--- src/rtl/csr_avmm_bridge_pkg.sv ---
// Shared types and defaults for the MMIO-to-Avalon-MM CSR bridge.
// The optional read/write timeout is enabled by CSR_AVMM_BRIDGE_TIMEOUT_EN.
package csr_avmm_bridge_pkg;

    localparam int ADDR_W_DEF         = 16;
    localparam int DATA_W_DEF         = 32;
    localparam int TID_W_DEF          = 8;
    localparam int TIMEOUT_CYCLES_DEF = 1024;
    localparam int TOCNT_W            = 16;

    localparam logic [31:0] TIMEOUT_RDATA = 32'hDEAD_BEEF;

    typedef enum logic [1:0] {
        IDLE = 2'd0,
        WR   = 2'd1,
        RD   = 2'd2,
        RSP  = 2'd3
    } state_e;

endpackage

--- src/rtl/csr_avmm_bridge_wdog.sv ---
// Waitrequest watchdog and saturating abort counter for csr_avmm_bridge.
// Only compiled when CSR_AVMM_BRIDGE_TIMEOUT_EN is defined.
`ifdef CSR_AVMM_BRIDGE_TIMEOUT_EN
module csr_avmm_bridge_wdog
    import csr_avmm_bridge_pkg::*;
#(
    parameter int TIMEOUT_CYCLES = TIMEOUT_CYCLES_DEF
) (
    input  logic               clk_i,
    input  logic               rst_ni,
    input  logic               busy_i,
    input  logic               wait_i,
    output logic               expire_o,
    output logic [TOCNT_W-1:0] count_o
);
    localparam int CNT_W = $clog2(TIMEOUT_CYCLES + 1);

    logic [CNT_W-1:0]   cnt_q, cnt_d;
    logic [TOCNT_W-1:0] tocnt_q, tocnt_d;

    // cnt_q holds the number of stalled cycles already seen; once it has
    // reached the limit, a cycle that is still stalled aborts the command.
    assign expire_o = busy_i && wait_i && (cnt_q == CNT_W'(TIMEOUT_CYCLES));

    always_comb begin
        cnt_d = '0;
        if (busy_i && wait_i && !expire_o) begin
            cnt_d = cnt_q + 1'b1;
        end
        tocnt_d = tocnt_q;
        if (expire_o && (tocnt_q != {TOCNT_W{1'b1}})) begin
            tocnt_d = tocnt_q + 1'b1;
        end
    end

    always_ff @(posedge clk_i or negedge rst_ni) begin
        if (!rst_ni) begin
            cnt_q   <= '0;
            tocnt_q <= '0;
        end else begin
            cnt_q   <= cnt_d;
            tocnt_q <= tocnt_d;
        end
    end

    assign count_o = tocnt_q;

endmodule
`endif

--- src/rtl/csr_avmm_bridge.sv ---
// Single-outstanding MMIO CSR request to Avalon-MM master bridge; writes posted.
// Define CSR_AVMM_BRIDGE_TIMEOUT_EN to abort commands stalled by waitrequest.
module csr_avmm_bridge
    import csr_avmm_bridge_pkg::*;
#(
    parameter int ADDR_W         = ADDR_W_DEF,
    parameter int DATA_W         = DATA_W_DEF,
    parameter int TID_W          = TID_W_DEF,
    parameter int TIMEOUT_CYCLES = TIMEOUT_CYCLES_DEF
) (
    input  logic               clk_csr_clk,
    input  logic               csr_reset_n,
    input  logic               mmio_req_valid,
    output logic               mmio_req_ready,
    input  logic               mmio_req_write,
    input  logic [ADDR_W-1:0]  mmio_req_addr,
    input  logic [DATA_W-1:0]  mmio_req_wdata,
    input  logic [TID_W-1:0]   mmio_req_tid,
    output logic               mmio_rsp_valid,
    output logic [DATA_W-1:0]  mmio_rsp_rdata,
    output logic [TID_W-1:0]   mmio_rsp_tid,
    output logic               mmio_rsp_err,
    output logic [ADDR_W-1:0]  avm_address,
    output logic               avm_read,
    output logic               avm_write,
    output logic [DATA_W-1:0]  avm_writedata,
    input  logic [DATA_W-1:0]  avm_readdata,
    input  logic               avm_waitrequest,
    output logic [TOCNT_W-1:0] timeout_count
);
    state_e state_q, state_d;
    logic   accept, expire;

    logic              ready_q, ready_d;
    logic              rd_q, rd_d, wr_q, wr_d;
    logic [ADDR_W-1:0] addr_q, addr_d;
    logic [DATA_W-1:0] wdata_q, wdata_d;
    logic [TID_W-1:0]  tid_q, tid_d;
    logic              rsp_valid_q, rsp_valid_d, rsp_err_q, rsp_err_d;
    logic [DATA_W-1:0] rsp_rdata_q, rsp_rdata_d;
    logic [TID_W-1:0]  rsp_tid_q, rsp_tid_d;

    // ready is a register so it stays low through reset and rises one edge later
    assign accept = mmio_req_valid && ready_q;

`ifdef CSR_AVMM_BRIDGE_TIMEOUT_EN
    csr_avmm_bridge_wdog #(
        .TIMEOUT_CYCLES(TIMEOUT_CYCLES)
    ) u_wdog (
        .clk_i   (clk_csr_clk),
        .rst_ni  (csr_reset_n),
        .busy_i  ((state_q == RD) || (state_q == WR)),
        .wait_i  (avm_waitrequest),
        .expire_o(expire),
        .count_o (timeout_count)
    );
`else
    localparam int unused_timeout_cycles = TIMEOUT_CYCLES;
    assign expire        = 1'b0;
    assign timeout_count = '0;
`endif

    always_ff @(posedge clk_csr_clk or negedge csr_reset_n) begin
        if (!csr_reset_n) begin
            state_q <= IDLE;
        end else begin
            state_q <= state_d;
        end
    end

    always_comb begin
        state_d = state_q;
        case (state_q)
            IDLE:    if (accept) state_d = mmio_req_write ? WR : RD;
            WR:      if (!avm_waitrequest || expire) state_d = IDLE;
            RD:      if (!avm_waitrequest || expire) state_d = RSP;
            RSP:     state_d = IDLE;
            default: state_d = IDLE;
        endcase
    end

    always_comb begin
        ready_d     = (state_d == IDLE);
        rd_d        = (state_d == RD);
        wr_d        = (state_d == WR);
        addr_d      = addr_q;
        wdata_d     = wdata_q;
        tid_d       = tid_q;
        rsp_valid_d = 1'b0;
        rsp_rdata_d = rsp_rdata_q;
        rsp_tid_d   = rsp_tid_q;
        rsp_err_d   = rsp_err_q;
        if ((state_q == IDLE) && accept) begin
            addr_d  = mmio_req_addr;
            wdata_d = mmio_req_wdata;
            tid_d   = mmio_req_tid;
        end
        if ((state_q == RD) && (state_d == RSP)) begin
            rsp_valid_d = 1'b1;
            rsp_tid_d   = tid_q;
            rsp_rdata_d = expire ? DATA_W'(TIMEOUT_RDATA) : avm_readdata;
            rsp_err_d   = expire;
        end
    end

    always_ff @(posedge clk_csr_clk or negedge csr_reset_n) begin
        if (!csr_reset_n) begin
            ready_q     <= 1'b0;
            rd_q        <= 1'b0;
            wr_q        <= 1'b0;
            addr_q      <= '0;
            wdata_q     <= '0;
            tid_q       <= '0;
            rsp_valid_q <= 1'b0;
            rsp_rdata_q <= '0;
            rsp_tid_q   <= '0;
            rsp_err_q   <= 1'b0;
        end else begin
            ready_q     <= ready_d;
            rd_q        <= rd_d;
            wr_q        <= wr_d;
            addr_q      <= addr_d;
            wdata_q     <= wdata_d;
            tid_q       <= tid_d;
            rsp_valid_q <= rsp_valid_d;
            rsp_rdata_q <= rsp_rdata_d;
            rsp_tid_q   <= rsp_tid_d;
            rsp_err_q   <= rsp_err_d;
        end
    end

    assign mmio_req_ready = ready_q;
    assign avm_read       = rd_q;
    assign avm_write      = wr_q;
    assign avm_address    = addr_q;
    assign avm_writedata  = wdata_q;
    assign mmio_rsp_valid = rsp_valid_q;
    assign mmio_rsp_rdata = rsp_rdata_q;
    assign mmio_rsp_tid   = rsp_tid_q;
    assign mmio_rsp_err   = rsp_err_q;

endmodule

--- config.mk ---
export PLATFORM = sky130hd
export DESIGN_NAME = csr_avmm_bridge
export DESIGN_NICKNAME = d
export VERILOG_FILES = /design/src/rtl/csr_avmm_bridge_pkg.sv /design/src/rtl/csr_avmm_bridge_wdog.sv /design/src/rtl/csr_avmm_bridge.sv
export SDC_FILE = /design/constraint.sdc
export NUM_CORES = 1
export LEC_CHECK = 0
export CAP_MARGIN = 20
export CORE_MARGIN = 2
export CORE_UTILIZATION = 40
export CTS_BUF_LIST = sky130_fd_sc_hd__clkbuf_4
export DETAILED_ROUTE_END_ITERATION = 7
export HOLD_SLACK_MARGIN = 0.12
export PLACE_DENSITY = 0.81
export SLEW_MARGIN = 20
export SYNTH_ARGS = -nofsm -noshare
export SYNTH_HDL_FRONTEND = slang
export SYNTH_SLANG_ARGS = --single-unit
--- constraint.sdc ---
create_clock -name clk_csr_clk -period 4.4 [get_ports clk_csr_clk]
set_input_delay 0.88 -clock clk_csr_clk [delete_from_list [all_inputs] [get_ports clk_csr_clk]]
set_output_delay 0.88 -clock clk_csr_clk [all_outputs]
set_load 0.02 [all_outputs]
# Word-level counts from Yosys, hierarchy flattened
# Cells that the tools add are included.
[totals]
ff_bits = 102
latchBits = 0
ramBits = 0
mem_bits_ro = 0
input_bits = 93
elab_cells = 27
mem_count = 0
[classes]
add_sub_neg = 0
multipliers = 0
div_mod_pow = 0
magnitude_cmp = 0
n_eq_ne = 6
shifts = 0
muxes = 6
bitwise = 0
n_reduce_logical = 5
[op_table]
columns = ["op", "count"]
rows = [
  ["$eq A2 B2 Y1 const B", 4],
  ["$mux W2", 4],
  ["$pmux W2 S4", 1],
  ["$eq A2 B1 Y1 const B", 2],
  ["$logic_not A2 Y1", 2],
  ["$logic_and A1 B1 Y1", 3],
  ["$mux W1", 1],
]

# Logic depth before layout (Yosys ltp)
[depth]
ltp_word = 6
depth_mapped = 5
depth_no_buf = 2

# Least setup slack after synthesis
# Ideal clock, no wire load.
[synth_path]
kind = "input to register"
start = "input avm_waitrequest"
end = "register rsp_rdata_q[0], in the netlist mmio_rsp_rdata[0]"
setup_time_ps = 125
t_arrival_ps = 1755
path_slack_ps = 2521
path_stages = 3
cell_sequence = "nor3b_2 -> buf_6 -> mux2_2"
[synth_between]
elab_chain_cells = 4
[synth_rtl]
columns = ["element", "line", "text"]
rows = [
  ["from (decl)", "csr_avmm_bridge.sv:28", "input logic avm_waitrequest,"],
  ["$mux W2, on equally long branches", "csr_avmm_bridge.sv:76, csr_avmm_bridge.sv:75", ""],
  ["$pmux W2 S4 (*)", "csr_avmm_bridge.sv:73", "case (state_q)"],
  ["$eq A2 B2 Y1 (*)", "csr_avmm_bridge.sv:98", "if ((state_q == RD) && (state_d == RSP)) begin"],
  ["$logic_and A1 B1 Y1 (*)", "csr_avmm_bridge.sv:98", ""],
  ["to (signal assigned)", "csr_avmm_bridge.sv:126", "rsp_rdata_q <= rsp_rdata_d;"],
  ["to (decl)", "csr_avmm_bridge.sv:40", "logic [DATA_W-1:0] rsp_rdata_q, rsp_rdata_d;"],
]
# Mark *: on every way between the ends. The rest lies on a longest branch, timed or not.
# A chain may end at the register's enable or synchronous reset.

# Final worst setup path
[layout_path]
start = "input mmio_req_valid"
end = "register addr_q[5], in the netlist avm_address[5]"
[layout_between]
elab_chain_cells = 2
[layout_rtl]
columns = ["element", "line", "text"]
rows = [
  ["from (decl)", "csr_avmm_bridge.sv:13", "input logic mmio_req_valid,"],
  ["$logic_and A1 B1 Y1", "csr_avmm_bridge.sv:44", "assign accept = mmio_req_valid && ready_q;"],
  ["$logic_and A1 B1 Y1", "csr_avmm_bridge.sv:93", "if ((state_q == IDLE) && accept) begin"],
  ["to (signal assigned)", "csr_avmm_bridge.sv:122", "addr_q <= addr_d;"],
  ["to (decl)", "csr_avmm_bridge.sv:36", "logic [ADDR_W-1:0] addr_q, addr_d;"],
]
# Every way passes these cells.

==> impl_metrics.tcl <==
set metrics [dict create \
    status "finished clean" \
    antenna_cells 0 \
    clock_latency_ns 0.44 \
    synth_ff_type "dfrtp_1" \
    wl_mm 9.20 \
    crit_path_start_kind "input port" \
    post-route-util_pct 59.7 \
    clock-root-buffer "clkbuf_4" \
    gp_congestion 0.682 \
    ys_ff_latch 102 \
    hold_class "input port to async pin" \
    post_cts_buffers 0 \
    postCtsHoldBufs 0 \
    cts.sinks 102 \
    clkTransAtPathRegs_ns 0.14 \
    postSynthAreaPerCell_sq_um 17.2 \
    cp_top_family "buffers and inverters" \
    relSlewSlack_pct 53.2 \
    worstPathBufferInverterCount 2 \
    wl_per_cell_microns 16.1 \
    fin_hold_ws_ns 0.374 \
    overflow 0 \
    worst_pin_slew_ns 0.703 \
    regArea_sq_um 2550 \
    drive_gt1_share_pct 26.8 \
    yosysWarnings 0 \
    multi_input_area_sq_um 1430 \
    synthesis.area_sq_um 4200 \
    drtAntennaViolNets 0 \
    synth_area_leader_cell "dfrtp_1" \
    ys_types 20 \
    finalCritPeriodShare_pct 55.3 \
    die_y_microns 106 \
    num_rows 37 \
    grt_pass1_vias 2764 \
    synth.most_common_cell "dfrtp_1" \
    die_w_microns 106 \
    pin_count 202 \
    period_minus_slack_ns 2.43 \
    grt_max_degree 43 \
    use_met1_pct 20.7 \
    syn-instance-count 244 \
    area_growth_pct 46.2 \
    setup_tns_ns 0 \
    synth_common_cells "dfrtp_1, mux2_2, mux2_4" \
    arrival_ns 2.76 \
    critical-path-max-stage-delay_ns 0.60 \
    numCtsBuffers 9 \
    powerDensity_nw_per_um2 731 \
    via_per_inst 4.64 \
    post-route-drc-count 0 \
    critPathKind "input port to flip-flop" \
    seq_area_frac_synth_pct 60.8 \
    async_reset_ff_share_pct 100 \
    power.internal_mw 2.90 \
    r2r_start "state_q[0]" \
    cp_max_fo 42 \
    io_buffer_count 184 \
    critical_path_required_ns 4.73 \
    clock_power_share_pct 9.1 \
    path_cells "clkdlybuf4s50_1 -> nor4bb_4 -> buf_4 -> mux2_2" \
    die_area_sq_um 11300 \
    combPwrFrac_pct 53.4 \
    start_util_pct 40.9 \
    synth_edf_count 0 \
    swShare_pct 35.3 \
    setup_violations 0 \
    grt_most_used_layer "met2" \
    cp-end-kind "flip-flop" \
    synth_top_area_share_pct 60.8 \
    fin_nets 524 \
    cts_tree "done" \
    timing.rr.end "avm_address[5]" \
    p_switching_mw 1.58 \
    cts.repair.resized 0 \
    r2r_setup_slack_ns 2.36 \
    core-area_sq_um 10300 \
    r2r_cells 3 \
    gr-usage-met3_pct 5.95 \
    gr-usage-met2_pct 27.1 \
    fill_cells 824 \
    drv_cap 0 \
    finalHoldViolations 0 \
    yosys-top-cells-area "dfrtp_1, mux2_2, mux2_4" \
    grt_pass1_wl_mm 14.5 \
    hpwl_mm 6.64 \
    grt_usage_pct 16.6 \
    clock_skew_ns 0.0163 \
    seqPwrFrac_pct 37.5 \
    num_vias 2655 \
    grt_setup_unrepaired "no" \
    drt_iter0_drc 75 \
    clock_path_buffers 2 \
    ctsHtreeMaxLevel 3 \
    leakagePower_nw 2.62 \
    drv_slew 0 \
    antenna_found_initial 0 \
    cp_slowest_cell "buf_4" \
    vdd_ir_drop_max_mv 0.336 \
    max_freq_mhz 411 \
    drt-pass1-iter-count 4 \
]
power groups by stage:
stage / sequential (mW) / clock (mW) / combinational [mW]
2_1_floorplan: 2.17 / 0 / 0.890
3_3_place_gp: 1.68 / 0 / 2.37
3_5_place_dp: 1.70 / 0 / 2.41
4_1_cts: 1.69 / 0.437 / 2.43
5_1_grt: 1.75 / 0.472 / 2.52
6_report: 1.68 / 0.409 / 2.40
per-stage QoR:
step | cells | power [mW] | worst slack (ns) | cell area [sq um]
floorplan | 260 | 3.06 | 2.52 | 4260
global placement | 556 | 4.05 | 1.59 | 6030
detailed placement | 556 | 4.12 | 1.50 | 6030
CTS | 572 | 4.55 | 1.91 | 6140
global route | 572 | 4.74 | 1.87 | 6140
finish | 572 | 4.49 | 1.97 | 6140
layout make-up:
class | instances | share of cell area [%]
sequential | 102 | 41.6
timing repair buffer | 189 | 30.6
multi-input combinational | 128 | 23.2
tap | 136 | 2.77
clock buffer | 11 | 1.35
clock inverter | 5 | 0.428
inverter | 1 | 0.0612
worst register-to-register path, delay by kind of cell (launching register included):
family	cells	cell delay, ns
buffers and inverters	1	0.60
flip-flops	1	0.53
multiplexers	1	0.47
AND/OR/NAND/NOR	1	0.33
worst max-delay path by stage:
stage	startpoint	to	slack (ns)	cells past startpoint
finish	mmio_req_valid	avm_address[5]	1.97	4
global route	mmio_req_ready	mmio_req_ready	1.87	1
CTS	mmio_req_ready	mmio_req_ready	1.91	1
detailed placement	mmio_req_valid	avm_address[1]	1.50	4
global placement	mmio_req_valid	avm_address[5]	1.59	4
floorplan	avm_waitrequest	mmio_rsp_rdata[0]	2.52	3
placed cells by master (no fill, tap or decap):
master	netlist	routed
nand2b_1	1	1
inv_1	1	1
mux2_2	56	56
clkdlybuf4s50_1	0	183
mux2_4	40	40
a21oi_1	4	4
nor3b_4	0	1
nand4b_1	1	1
clkinvlp_4	0	2
nand2_1	2	2
clkbuf_4	0	11
nor4bb_4	1	1
buf_4	19	6
dfrtp_1	102	102
clkinv_1	0	3
or4bb_1	1	1
a311o_1	1	1
o22a_1	1	1
and3_1	1	1
conb_1	1	17
nand3b_1	1	1
registers in the layout, indices dropped and copies added (netlist names):
signal          flops
mmio_rsp_rdata     32
avm_writedata      32
mmio_rsp_valid      1
state_q             2
tid_q               8
mmio_req_ready      1
avm_address        16
mmio_rsp_tid        8
avm_write           1
avm_read            1
cell families (layout without fill, tap and decap cells):
kind of cell | Yosys count | count (layout) | synth area share [%]
AO/OA/AOI/OAI | 6 | 6 | 0.924
buffers and inverters | 30 | 206 | 6.85
flip-flops | 102 | 102 | 60.8
multiplexers | 96 | 96 | 29.3
other | 1 | 17 | 0.0893
AND/OR/NAND/NOR | 9 | 9 | 2.03
routing by layer:
layer	part of all wire (%)	vias to the layer above
li1	-	1188
met1	41	1334
met2	49	125
met3	8.7	8
met4	1.1	0
met5	0	-
(Power assumes the default switching activity.)
